**src/rtl/wb_port_arbiter.sv**
```systemverilog
// Register-file write-port arbiter: the pipeline writeback has priority, and long-latency results queue in a FIFO.
// Optional macro WB_ARB_STARVE_EN adds a wait counter that requests a bubble when the FIFO head is starved.
module wb_port_arbiter #(
  parameter int DEPTH      = 2,
  parameter int STARVE_MAX = 8
) (
  input  logic                     cpu_clk_50M,
  input  logic                     cpu_rst,
  input  logic                     wb_wreg_i,
  input  logic [4:0]               wb_wa_i,
  input  logic [31:0]              wb_wd_i,
  input  logic                     lu_valid_i,
  input  logic [4:0]               lu_wa_i,
  input  logic [31:0]              lu_wd_i,
  output logic                     lu_ready_o,
  input  logic                     id_re1_i,
  input  logic                     id_re2_i,
  input  logic [4:0]               id_ra1_i,
  input  logic [4:0]               id_ra2_i,
  input  logic                     id_wreg_i,
  input  logic [4:0]               id_wa_i,
  output logic                     rf_we_o,
  output logic [4:0]               rf_wa_o,
  output logic [31:0]              rf_wd_o,
  output logic                     hazard_stall_o,
  output logic                     starve_stall_o,
  output logic [$clog2(DEPTH):0]   pend_cnt_o
);
  localparam int AW = $clog2(DEPTH);
  localparam int CW = AW + 1;

  typedef struct packed {
    logic [4:0]  wa;
    logic [31:0] wd;
  } ent_t;

  ent_t             mem_q [DEPTH];
  logic [DEPTH-1:0] vld_q, vld_d;
  logic [AW-1:0]    wr_ptr_q, rd_ptr_q;
  logic [CW-1:0]    cnt_q, cnt_d;
  logic             push, store, wb_win, pop;

  assign lu_ready_o = !cpu_rst && (cnt_q < CW'(DEPTH));
  assign push       = lu_valid_i && lu_ready_o;
  // r0 results complete the handshake but are never queued
  assign store      = push && (lu_wa_i != 5'd0);
  assign wb_win     = wb_wreg_i && (wb_wa_i != 5'd0);
  assign pop        = !cpu_rst && !wb_win && (cnt_q != '0);
  assign pend_cnt_o = cnt_q;

  always_comb begin
    rf_we_o = 1'b0;
    rf_wa_o = 5'd0;
    rf_wd_o = 32'd0;
    if (!cpu_rst) begin
      if (wb_win) begin
        rf_we_o = 1'b1;
        rf_wa_o = wb_wa_i;
        rf_wd_o = wb_wd_i;
      end else if (pop) begin
        rf_we_o = 1'b1;
        rf_wa_o = mem_q[rd_ptr_q].wa;
        rf_wd_o = mem_q[rd_ptr_q].wd;
      end
    end
  end

  // The head stays visible to the hazard check in the cycle it is popped
  always_comb begin
    hazard_stall_o = 1'b0;
    for (int i = 0; i < DEPTH; i++) begin
      if (!cpu_rst && vld_q[i] && (mem_q[i].wa != 5'd0) &&
          ((id_re1_i  && (id_ra1_i == mem_q[i].wa)) ||
           (id_re2_i  && (id_ra2_i == mem_q[i].wa)) ||
           (id_wreg_i && (id_wa_i  == mem_q[i].wa))))
        hazard_stall_o = 1'b1;
    end
  end

  always_comb begin
    cnt_d = cnt_q;
    if (store && !pop)      cnt_d = cnt_q + CW'(1);
    else if (!store && pop) cnt_d = cnt_q - CW'(1);
    vld_d = vld_q;
    if (pop)   vld_d[rd_ptr_q] = 1'b0;
    if (store) vld_d[wr_ptr_q] = 1'b1;
  end

  always_ff @(posedge cpu_clk_50M or posedge cpu_rst) begin
    if (cpu_rst) begin
      cnt_q    <= '0;
      vld_q    <= '0;
      wr_ptr_q <= '0;
      rd_ptr_q <= '0;
    end else begin
      cnt_q <= cnt_d;
      vld_q <= vld_d;
      if (store) wr_ptr_q <= wr_ptr_q + AW'(1);
      if (pop)   rd_ptr_q <= rd_ptr_q + AW'(1);
    end
  end

  always_ff @(posedge cpu_clk_50M) begin
    if (store) mem_q[wr_ptr_q] <= '{wa: lu_wa_i, wd: lu_wd_i};
  end

`ifdef WB_ARB_STARVE_EN
  logic [7:0] wait_q, wait_d;

  always_comb begin
    wait_d = wait_q;
    if (pop || (cnt_q == '0))          wait_d = 8'd0;
    else if (wait_q != 8'(STARVE_MAX)) wait_d = wait_q + 8'd1;
  end

  always_ff @(posedge cpu_clk_50M or posedge cpu_rst) begin
    if (cpu_rst) wait_q <= 8'd0;
    else         wait_q <= wait_d;
  end

  assign starve_stall_o = (wait_q == 8'(STARVE_MAX));
`else
  assign starve_stall_o = 1'b0;
`endif

endmodule

```
**config.mk**
```make
export PLATFORM = sky130hd
export DESIGN_NAME = wb_port_arbiter
export DESIGN_NICKNAME = d
export VERILOG_FILES = /design/src/rtl/wb_port_arbiter.sv
export SDC_FILE = /design/constraint.sdc
export NUM_CORES = 1
export LEC_CHECK = 0
export BUFFER_PORTS_ARGS = -buffer_cell sky130_fd_sc_hd__buf_2
export CAP_MARGIN = 5
export CORE_MARGIN = 2
export CORE_UTILIZATION = 50
export DETAILED_ROUTE_END_ITERATION = 10
export PLACE_DENSITY = 0.84
export SYNTH_ARGS = -nofsm -noshare
export SYNTH_HDL_FRONTEND = slang
export SYNTH_SLANG_ARGS = --single-unit
```
**constraint.sdc**
```tcl
create_clock -name cpu_clk_50M -period 3.6 [get_ports cpu_clk_50M]
set_clock_uncertainty 0.15 [all_clocks]
set_input_delay 0.18 -clock cpu_clk_50M [delete_from_list [all_inputs] [get_ports cpu_clk_50M]]
set_output_delay 0.18 -clock cpu_clk_50M [all_outputs]
set_load 0.05 [all_outputs]
```
# --- Yosys cells after proc, flatten, opt, wreduce, memory -nomap -nowiden ---
# Memories as Yosys holds them, arrays and structs flattened.
# Index checks and enable logic that the tools add are counted.
word_totals:
  regBits: 6
  ramBits: 74
  inputBits: 96
  n_memories: 1
op_classes:
  addsub: 4
  n_lt_le_gt_ge: 5
  eq_ne: 6
  muxes: 21
  bitwise_logic: 3
  n_reduce_logical: 36
memory_table:
  columns: ["memory", "words", "word_bits", "rd", "rd_clocked_by_memory_dff", "write_ports", "line_no", "rtl"]
  rows:
  - ["mem_q", 2, 37, 3, 0, 1, "37", "ent_t mem_q [DEPTH];"]
op_table:
  columns: ["operator", "n"]
  rows:
  - ["$mux W32", 3]
  - ["$eq A5 B5 Y1", 6]
  - ["$logic_and A1 B1 Y1", 22]
  - ["$reduce_bool A5 Y1", 4]
  - ["$mux W5", 3]
  - ["$mux W1", 9]
  - ["$mux W2", 4]
  - ["$logic_not A1 Y1", 4]
  - ["$logic_or A1 B1 Y1", 4]
  - ["$lt A1 B2 Y1 const B", 2]
  - ["$reduce_bool A2 Y1", 2]
  - ["$add A1 B1 Y1 const B", 2]
  - ["$add A2 B1 Y2 const B", 1]
  - ["$and A2 B2 Y2", 1]
  - ["$demux W1 S1", 2]
  - ["$ge A1 B1 Y1 const B", 2]
  - ["$lt A2 B2 Y1 const B", 1]
  - ["$not A2 Y2", 1]
  - ["$or A2 B2 Y2", 1]
  - ["$sub A2 B1 Y2 const B", 1]

# --- Depth between registers and ports, before layout ---
depth:
  ltp_word: 9
  mapped_depth: 10

# --- Worst setup path before layout ---
# No wires, ideal clock.
synth_timing:
  kind: "register -> register"
  startpoint: "reg cnt_q[1], in the netlist pend_cnt_o[1]"
  endpoint: "mem mem_q[0][0] (netlist bit) (enable)"
  arrival_time_ns: 3.359
  required_time_ns: 3.019
  setup_slack_ns: -0.340
  path_stages_with_launch: 4
  synth_period_minus_slack_ns: 3.940
  cell_sequence: "dfrtp_1 -> nor2_1 -> o211ai_1 -> nor2_1"
synth_between:
  elab_chain_len: 6
synth_lines:
  columns: ["item", "line_no", "rtl"]
  rows:
  - ["from (decl)", "40", "logic [CW-1:0] cnt_q, cnt_d;"]
  - ["from (signal assigned)", "96", "cnt_q <= cnt_d;"]
  - ["$lt A2 B2 Y1", "43", "assign lu_ready_o = !cpu_rst && (cnt_q < CW'(DEPTH));"]
  - ["$logic_and A1 B1 Y1", "43", null]
  - ["net lu_ready_o", "15", "output logic lu_ready_o,"]
  - ["$logic_and A1 B1 Y1", "44", "assign push = lu_valid_i && lu_ready_o;"]
  - ["$logic_and A1 B1 Y1", "46", "assign store = push && (lu_wa_i != 5'd0);"]
  - ["$mux W1", "104", "if (store) mem_q[wr_ptr_q] <= '{wa: lu_wa_i, wd: lu_wd_i};"]
  - ["$mux W1 (not written as such)", "104", null]
  - ["to (decl)", "37", null]
# The timed path passes the listed nets, and every way through them passes these cells.

# --- Final worst setup path ---
layout_timing:
  startpoint: "in wb_wa_i[4]"
  endpoint: "out rf_wd_o[5]"
layout_between:
  elab_chain_len: 8
layout_lines:
  columns: ["item", "line_no", "rtl"]
  rows:
  - ["from (decl)", "10", "input logic [4:0] wb_wa_i,"]
  - ["$reduce_bool A5 Y1 (*)", "47", "assign wb_win = wb_wreg_i && (wb_wa_i != 5'd0);"]
  - ["$logic_and A1 B1 Y1 (*)", "47", null]
  - ["$logic_not A1 Y1", "48", "assign pop = !cpu_rst && !wb_win && (cnt_q != '0);"]
  - ["$logic_and A1 B1 Y1 (2 in a row)", "48", null]
  - ["$mux W32", "60", "end else if (pop) begin"]
  - ["$mux W32 (*)", "56", "if (wb_win) begin"]
  - ["$mux W32 (*)", "55", "if (!cpu_rst) begin"]
  - ["to (decl)", "24", "output logic [31:0] rf_wd_o,"]
# Every way passes the cells marked *; elsewhere a longest branch is shown, timed or not.

==> impl_metrics.yaml <==
run_status:
  status: "complete, no violations"
drt:
  wire_per_inst_um: 16.00
  route.detailed.vias_per_inst: 5.239
  route.detailed.drc: 0
  drt_wl_total_mm: 8.976
  route.antenna.remaining_nets: 0
  vias: 2939
  first_iter_violations: 122
  drt-pass1-iter-count: 4
clock_tree:
  post_cts.resized_instances: 0
  cts_made_buffers: 9
  cts.sink_count: 80
  post_cts_buffers: 0
  cts-root-to-sink-buffers: 2
  ctsHtreeMaxLevel: 3
  root_buffer: "sky130_fd_sc_hd__clkbuf_8"
  insertion_delay_to_the_later_sink_of_the_worst_skew_pair_ns: 0.34
  clock_transition_at_path_regs_ns: 0.07
  cts_tree: "built"
global_routing:
  grt-ovfl-total: 0
  track_usage_pct: 21.00
  wire_length_of_the_first_global_routing_pass_mm: 14.01
  via_count_of_the_first_global_routing_pass: 3051
  grt_start_max_net_pins: 41
  initial_antenna_violation_count: 0
sta:
  worst_pin_slew_ns: 1.085
  rsz0062_at_grt: "no"
  timing.final.crit_share_pct: 76.30
  finalHoldViolations: 0
  timing_max_transition_violations_final: 0
  timing.slew.headroom_pct: 27.53
  timing.final.crit_period_ns: 2.747
  setup_violations: 0
  top_achievable_clock_speed_mhz: 364.1
  setup_tns_ns: 0
layout:
  area.growth.synth_to_final_pct: 32.27
  finalNetCount: 552
  diodes_inserted: 0
  nFillCells: 537
  layout.cell_area.non_filler_sq_mm: 0.005313
  layout-drive-gt1-share_pct: 51.20
pwr:
  power_density_mw_per_mm2: 533.2
  ir_drop_uv: 316.2
  power_leakage_nw: 2.109
run:
  maxCapViolCount: 0
hold_path:
  worst_hold_path_type: "in -> async"
critical_path:
  crit_fanout: 25
  timing.critical_path.from_type: "input pin"
  criticalPathCategory: "in -> out"
  endpoint_kind_of_the_worst_setup_timing_path: "primary output"
  signal_arrival_time_at_the_worst_endpoint_ns: 2.42
  worst_endpoint_required_time_ns: 3.27
synth:
  synth_warnings: 0
  netlist-cell-type-count: 34
  synth_seq_area_share_pct: 59.07
  synth_instances: 284
  synth.net_count: 381
  syn-mean-instance-area_sq_um: 14.14
  syn_std_cell_area_sq_mm: 0.004016
  yosys_register_bits: 80
die:
  core_area_sq_mm: 0.007767
  design.portCount: 139
  design.die.area_sq_mm: 0.008766
  die_width_um: 93.63
  initial_core_util_pct: 51.71
  die-height_um: 93.63
  rows: 32
placed_design:
  numPortBuffers: 137
  hpwl_mm: 5.792
  dpl-instance-area_sq_mm: 0.004767
  finalWeightedCongestion: 0.8315
critical path: stages:
cell and delay, ns:
sky130_fd_sc_hd__buf_2 0.10, sky130_fd_sc_hd__or4_1 0.52, sky130_fd_sc_hd__o21a_2 0.23, sky130_fd_sc_hd__nor3_4 0.57
sky130_fd_sc_hd__buf_12 0.29, sky130_fd_sc_hd__a22oi_1 0.09, sky130_fd_sc_hd__nor2_1 0.14, sky130_fd_sc_hd__buf_2 0.28
layer usage:
metal	part of all wire (%)	up-vias	track usage (%)
met4	2.4	0	9.300
met2	52	110	38.13
li1	-	1409	-
met5	0	-	0
met1	40	1403	24.55
met3	5.0	17	3.143
cell usage after synthesis (all sizes together):
master	number	share of area [%]
edfxtp	74	55
nor2	42	5.2
a22oi	36	9.2
mux2	36	10
xor2	26	5.7
clkbuf	9	0.84
xnor2	9	2.0
buf	8	1.9
nand3	8	1.0
dfrtp	6	3.7
nor4	6	0.93
inv	3	0.28
nor3	3	0.65
o21ai	2	0.25
o311a	2	0.50
or3	2	0.31
or4	2	0.37
a21o	1	0.19
a21oi	1	0.12
a22o	1	0.22
and2	1	0.16
conb	1	0.093
ha	1	0.31
mux2i	1	0.25
nand2	1	0.093
o211ai	1	0.19
o21a	1	0.19
placed cells by master (no fill, tap or decap), types with 2 or more instances in the layout:
cell type and instances:
sky130_fd_sc_hd__clkinv_1 3, sky130_fd_sc_hd__o311a_1 2, sky130_fd_sc_hd__edfxtp_1 74, sky130_fd_sc_hd__nand3_1 8, sky130_fd_sc_hd__inv_2 2, sky130_fd_sc_hd__o21ai_1 2
sky130_fd_sc_hd__xor2_1 26, sky130_fd_sc_hd__dfrtp_1 5, sky130_fd_sc_hd__xnor2_1 9, sky130_fd_sc_hd__or4_1 2, sky130_fd_sc_hd__nor2_1 21, sky130_fd_sc_hd__or3_1 2
sky130_fd_sc_hd__mux2_2 36, sky130_fd_sc_hd__buf_4 2, sky130_fd_sc_hd__nor3_1 2, sky130_fd_sc_hd__dlygate4sd3_1 37, sky130_fd_sc_hd__buf_2 137, sky130_fd_sc_hd__clkbuf_8 9
sky130_fd_sc_hd__nor2_2 20, sky130_fd_sc_hd__a22oi_2 20, sky130_fd_sc_hd__a22oi_1 16, sky130_fd_sc_hd__nor4_1 6, sky130_fd_sc_hd__clkinv_2 2
report_power, final:
part	switching, mW	total (mW)	internal (mW)
clock	0.301	0.608	0.307
sequential	0.155	1.30	1.15
combinational	0.521	0.921	0.400
total	0.978	2.83	1.86
kinds of logic after synthesis:
family / after synthesis / synth area share, %
AO/OA/AOI/OAI: 45 / 10.87
XOR/XNOR: 35 / 7.633
adder cells (fa/ha/maj): 1 / 0.3115
buffers and inverters: 20 / 2.991
flip-flops: 80 / 59.07
multiplexers: 37 / 10.34
other: 1 / 0.09337
AND/OR/NAND/NOR: 65 / 8.692
sequential cells by signal (all words and copies together), names as in the netlist:
name        cells
mem_q          74
pend_cnt_o      2
vld_q           2
rd_ptr_q        1
wr_ptr_q        1
stage by stage:
step                util (%)  setup WS [ns]  std cells  power [mW]  hold slack, ns
global route           68.40         0.7530        561       2.965          0.1986
global placement       61.37         0.9790        509       2.197          0.2192
finish                 68.40         0.8532        561       2.833          0.1679
floorplan                  -         0.2645        284       1.988         -0.1625
CTS                    68.40         0.8541        561       2.843          0.1568
detailed placement     61.37         0.8638        509       2.219          0.2207
area by class of cell:
cell class | instances | area (sq um) | share of cell area [%]
clock buffers | 9 | 123.9 | 2.332
inverters | 3 | 11.26 | 0.2120
flip-flops and latches | 80 | 2374 | 44.68
well taps | 102 | 127.6 | 2.402
clock inverters | 6 | 51.30 | 0.9656
multi-input cells | 184 | 1534 | 28.87
repair buffers | 177 | 1091 | 20.54
what timing repair did:
item / in CTS / in global routing
setup endpoints to repair: 0 / 0
hold buffers: 37 / 0
endpoints found under the hold margin: 74 / 0
final timing paths:
path                                     from      endpoint  slack (ns)  cells after the start
max in group asynchronous             cpu_rst      rd_ptr_q        2.90                      3
min in group cpu_clk_50M           lu_valid_i      wr_ptr_q        0.17                      3
worst min-delay path                  cpu_rst      rd_ptr_q        0.17                      3
worst max register to register  pend_cnt_o[1]  mem_q[0][29]        1.26                      3
worst min register to register       vld_q[1]      vld_q[1]        0.33                      1
worst max-delay path               wb_wa_i[4]    rf_wd_o[5]        0.85                      8
Power figures use the tool's default switching activity.
